--- config.mk ---
export PLATFORM = sky130hd
export DESIGN_NAME = toggle_request_conditioner
export DESIGN_NICKNAME = d
export VERILOG_FILES = /design/src/rtl/toggle_request_conditioner.sv
export SDC_FILE = /design/constraint.sdc
export NUM_CORES = 1
export LEC_CHECK = 0
export CORE_UTILIZATION = 48
export DETAILED_ROUTE_END_ITERATION = 8
export PLACE_DENSITY_LB_ADDON = 0.12
export SYNTH_ARGS = -nofsm -noshare
export SYNTH_HDL_FRONTEND = slang
export SYNTH_SLANG_ARGS = --single-unit
--- constraint.sdc ---
create_clock -name clk -period 2.1 [get_ports clk]
set_clock_uncertainty 0.15 [all_clocks]
set_input_delay 0.42 -clock clk [delete_from_list [all_inputs] [get_ports clk]]
set_output_delay 0.42 -clock clk [all_outputs]
set_load 0.02 [all_outputs]
--- src/rtl/toggle_request_conditioner.sv ---
// rtl/toggle_request_conditioner.sv - synchronize, debounce and pulse-shape a raw toggle request
//
// Purpose: turns a raw, asynchronous, possibly bouncing toggle request into a
// clean one-cycle pulse for a T flip-flop on the same clock, and keeps a
// wrapping count of the pulses issued.
//
// Ports:
//   clk          system clock, rising edge
//   rst_n        asynchronous active-low reset
//   btn_in       raw asynchronous request (may bounce)
//   en           gates t pulse generation; debouncing runs regardless
//   t            one-cycle toggle pulse, issued on an accepted 0->1 change
//   btn_stable   debounced request level
//   busy         high while a level change is being qualified
//   press_count  number of t pulses issued, wraps on overflow
module toggle_request_conditioner #(
  parameter int SYNC_STAGES     = 2,
  parameter int DEBOUNCE_CYCLES = 4,
  parameter int CNT_W           = 8
) (
  input  logic             clk,
  input  logic             rst_n,
  input  logic             btn_in,
  input  logic             en,
  output logic             t,
  output logic             btn_stable,
  output logic             busy,
  output logic [CNT_W-1:0] press_count
);

  localparam int              CW       = $clog2(DEBOUNCE_CYCLES) + 1;
  localparam logic [CW-1:0]   CNT_LAST = CW'(DEBOUNCE_CYCLES - 1);

  typedef enum logic [1:0] {
    IDLE_LOW  = 2'd0,
    CHK_HIGH  = 2'd1,
    IDLE_HIGH = 2'd2,
    CHK_LOW   = 2'd3
  } state_t;

  logic [SYNC_STAGES-1:0] r_sync;
  state_t                 r_state;
  logic [CW-1:0]          r_cnt;
  logic                   r_t;
  logic                   r_stable;
  logic                   r_busy;
  logic [CNT_W-1:0]       r_press_count;

  logic                   w_btn_sync;
  state_t                 w_state_nxt;
  logic [CW-1:0]          w_cnt_nxt;
  logic                   w_t_nxt;
  logic                   w_stable_nxt;
  logic                   w_busy_nxt;

  // Only the first synchronizer flop samples btn_in.
  always_ff @(posedge clk or negedge rst_n) begin
    if (!rst_n) begin
      r_sync <= '0;
    end else begin
      r_sync <= {r_sync[SYNC_STAGES-2:0], btn_in};
    end
  end

  assign w_btn_sync = r_sync[SYNC_STAGES-1];

  // State register
  always_ff @(posedge clk or negedge rst_n) begin
    if (!rst_n) begin
      r_state <= IDLE_LOW;
      r_cnt   <= '0;
    end else begin
      r_state <= w_state_nxt;
      r_cnt   <= w_cnt_nxt;
    end
  end

  // Next-state logic; cnt counts consecutive cycles at the candidate level,
  // starting at 1 on the cycle the change is first seen.
  always_comb begin
    w_state_nxt = r_state;
    w_cnt_nxt   = r_cnt;
    unique case (r_state)
      IDLE_LOW: begin
        if (w_btn_sync) begin
          w_state_nxt = CHK_HIGH;
          w_cnt_nxt   = CW'(1);
        end
      end
      CHK_HIGH: begin
        if (!w_btn_sync) begin
          w_state_nxt = IDLE_LOW;
          w_cnt_nxt   = '0;
        end else if (r_cnt == CNT_LAST) begin
          w_state_nxt = IDLE_HIGH;
          w_cnt_nxt   = '0;
        end else begin
          w_cnt_nxt   = r_cnt + CW'(1);
        end
      end
      IDLE_HIGH: begin
        if (!w_btn_sync) begin
          w_state_nxt = CHK_LOW;
          w_cnt_nxt   = CW'(1);
        end
      end
      CHK_LOW: begin
        if (w_btn_sync) begin
          w_state_nxt = IDLE_HIGH;
          w_cnt_nxt   = '0;
        end else if (r_cnt == CNT_LAST) begin
          w_state_nxt = IDLE_LOW;
          w_cnt_nxt   = '0;
        end else begin
          w_cnt_nxt   = r_cnt + CW'(1);
        end
      end
      default: begin
        w_state_nxt = IDLE_LOW;
        w_cnt_nxt   = '0;
      end
    endcase
  end

  // Output logic; outputs are registered from the next state so they change
  // on the same edge as the state they describe.
  always_comb begin
    w_stable_nxt = (w_state_nxt == IDLE_HIGH) || (w_state_nxt == CHK_LOW);
    w_busy_nxt   = (w_state_nxt == CHK_HIGH)  || (w_state_nxt == CHK_LOW);
    // Only a rising acceptance can pulse; release acceptance never does.
    w_t_nxt      = en && (r_state == CHK_HIGH) && (w_state_nxt == IDLE_HIGH);
  end

  always_ff @(posedge clk or negedge rst_n) begin
    if (!rst_n) begin
      r_t           <= 1'b0;
      r_stable      <= 1'b0;
      r_busy        <= 1'b0;
      r_press_count <= '0;
    end else begin
      r_t      <= w_t_nxt;
      r_stable <= w_stable_nxt;
      r_busy   <= w_busy_nxt;
      if (w_t_nxt) begin
        r_press_count <= r_press_count + CNT_W'(1);
      end
    end
  end

  assign t           = r_t;
  assign btn_stable  = r_stable;
  assign busy        = r_busy;
  assign press_count = r_press_count;

endmodule

==> out/metrics.csv, run 1 <==
metric;value;unit
status;complete, no violations;
fin_cells;93;
drive_gt1_frac;0.1538;
crit_cells;1;
first_global_vias;459;
worstSetupPathType;reg2out;
fp.dieW;41.68;um
route.detailed.drc;0;
r2r_end;press_count[1]$_DFFE_PN0P_;
reg2reg_from;r_cnt[0]$_DFFE_PN0P_;
start_kind;flip-flop;
cp_cell_sequence;clkdlybuf4s50_1;
postRouteAntennaNets;0;
initial_core_util;0.5466;
worst_pin_slew;271.9;ps
setup_tns;0;ps
regToRegSetupSlack;480;ps
synth_nets;66;
final_util;0.6833;
path_delay_family;buffers and inverters;
grt_max_degree;18;
yosysWarnings;0;
final_common_cell;dfrtp_1;
antenna_found_initial;0;
dr.pass1.iters;4;
powerDensity;996.9;nW/um2
dpl_cell_area;917.1;um2
ctsResizeCount;0;
synth.area.top_cells;dfrtp_1 56%, xor2_1 7.0%, nand4b_1 3.5%;
routed_wl;1.235;mm
yosys.area_share.adder;0.03311;
cts-htree-levels;1;
finalHoldViolCount;0;
clockRootBuffer;clkbuf_4;
holdBufCountCts;0;
wl_met2;595;um
die_y;41.68;um
finalSetupViolations;0;
routed.top_layer;met4;
area_growth_syn_to_layout;25.00;%
crit_start;btn_stable$_DFF_PN0_;
finalCriticalPeriod;2028;ps
path_max_fanout;7;
power_leakage;0.4507;nW
numCtsBuffers;3;
vdd_drop_max;0.7116;mV
maxSlewHeadroom;0.8174;
grt-ovfl-total;0;
worstPathArrival;1460;ps
yosys_register_bits;17;
path_buf_inv;1;
seq_area_frac_synth;0.5629;
place_hpwl;927.1;um
drt-met1-wl;555;um
mostFrequentLayoutCells;17 x dfrtp_1, 14 x clkdlybuf4s50_1, 6 x xor2_1;
io_buffers;14;
synth_top_family_by_area;simple AND/OR/NAND/NOR gates;
num_vias;484;
boundaryPins;15;
fp.dieArea;1737;um2
postCtsSetupBuffers;0;
grt_setup_unrepaired;no;
clock_latency;290;ps
power;0.0009418;W
clock_sinks;17;
max_stage_delay;670;ps
fin_area;944.7;um2
clockBufferDepth;2;
drtIter0Drc;8;
nNetsFinal;85;
place_inst;89;
wire_per_inst;13.28;um
path_clk_slew;100;ps
nFillCells;112;
fp-row-count;13;
cp.required;1530;ps
synth_top_area_frac;0.5629;
critPathCaptureType;output port;
min_path_type;reg2reg;
synth-xor-area-share;0.1043;
vias_per_cell;5.204;
gp_congestion;0.6440;
synthesis.area;755.7;um2
critPathSlowestCell;clkdlybuf4s50_1;
cts_tree;yes;
grt_pass1_wl;2.083;mm
track_usage;0.1696;
fin_crit_sh;0.9658;
yosysTopAreaCell;dfrtp_1;
synthCells;60;
synth_compound_area_frac;0.02649;
slew_viol_final;0;
endpoint;btn_stable;
ys_types;23;
maxCapViolations;0;
reg2reg_depth;4;
yosys-mux-area-fraction;0.03477;
diodes;0;
yosys.area_share.simple;0.2169;
wl_met3;49;um
syn_avg_cell_area;12.60;um2
core_area;1383;um2
clock.fmax;493.1;MHz
-- final cells by class --
type                       instances  area (um2)  area share
clock buffer                       3       22.52     0.02384
clock inverter                     1       5.005    0.005298
inverter                           3       11.26     0.01192
multi-input combinational         39       314.1      0.3325
sequential                        17       425.4      0.4503
tap                               15       18.77     0.01987
timing repair buffer              15       147.6      0.1563
-- state kept, by name, summed over array words and instances (netlist names) --
name / flops
busy: 1
r_cnt: 3
r_state: 1
press_count: 8
t: 1
r_sync: 2
btn_stable: 1
-- layer usage --
| metal | vias up | GRT usage |
|---|---|---|
| met2 | 12 | 0.2594 |
| met5 | - | 0 |
| met3 | 4 | 0.04348 |
| li1 | 242 | - |
| met1 | 226 | 0.2093 |
| met4 | 0 | 0.1161 |
-- power breakdown --
part	internal (W)	switching, W
registers	0.000390	0.0000802
logic	0.000158	0.000144
clock network	0.0000707	0.0000988
-- Yosys cell counts --
cell,count
a22oi_1,1
and2_2,2
buf_2,1
dfrtp_1,17
ha_1,2
inv_1,3
mux2_2,1
mux2_4,1
nand2_1,4
nand2b_1,1
nand3_1,1
nand3b_4,1
nand4_1,2
nand4b_1,3
nor2_1,2
nor3_1,4
nor3_4,1
nor3b_1,1
nor4_2,1
o21a_1,1
o21ai_0,1
xnor2_1,3
xor2_1,6
-- cells by family (layout without fill, tap and decap cells) --
| family | Yosys count | in the layout |
|---|---|---|
| AOI/OAI and AO/OA | 3 | 3 |
| adders and majority gates | 2 | 2 |
| muxes | 2 | 2 |
| DFF | 17 | 17 |
| buffers and inverters | 4 | 22 |
| xor gates and xnor gates | 9 | 9 |
| and+or+nand+nor | 23 | 23 |
-- through the flow --
stage,setup WS [ps],hold WS [ps]
after floorplan,606.7,-25.59
after global placement,333.4,183.9
after detailed placement,273.4,194.8
after CTS,61.56,223.6
after global routing,14.99,233.6
final,71.92,219.5
-- worst min path at each step --
stage / startpoint / to / slack, ps / cells after the start
3_5_place_dp: r_sync[0]$_DFF_PN0_ / r_sync[1]$_DFF_PN0_ / 190 / 0
5_1_grt: r_sync[0]$_DFF_PN0_ / r_sync[1]$_DFF_PN0_ / 230 / 0
4_1_cts: r_sync[0]$_DFF_PN0_ / r_sync[1]$_DFF_PN0_ / 220 / 0
6_report: r_sync[0]$_DFF_PN0_ / r_sync[1]$_DFF_PN0_ / 220 / 0
2_1_floorplan: rst_n / btn_stable$_DFF_PN0_ / -30 / 0
3_3_place_gp: r_sync[0]$_DFF_PN0_ / r_sync[1]$_DFF_PN0_ / 180 / 0
(Power assumes the default switching activity.)
==> run 2, diff against run 1 <==
Settings changed: CTS_CLUSTER_DIAMETER from default to 120, SKIP_LAST_GASP from default to 1.
==> results of run 2 <==
Final layout, timing and power as in run 1 (identical DEF).
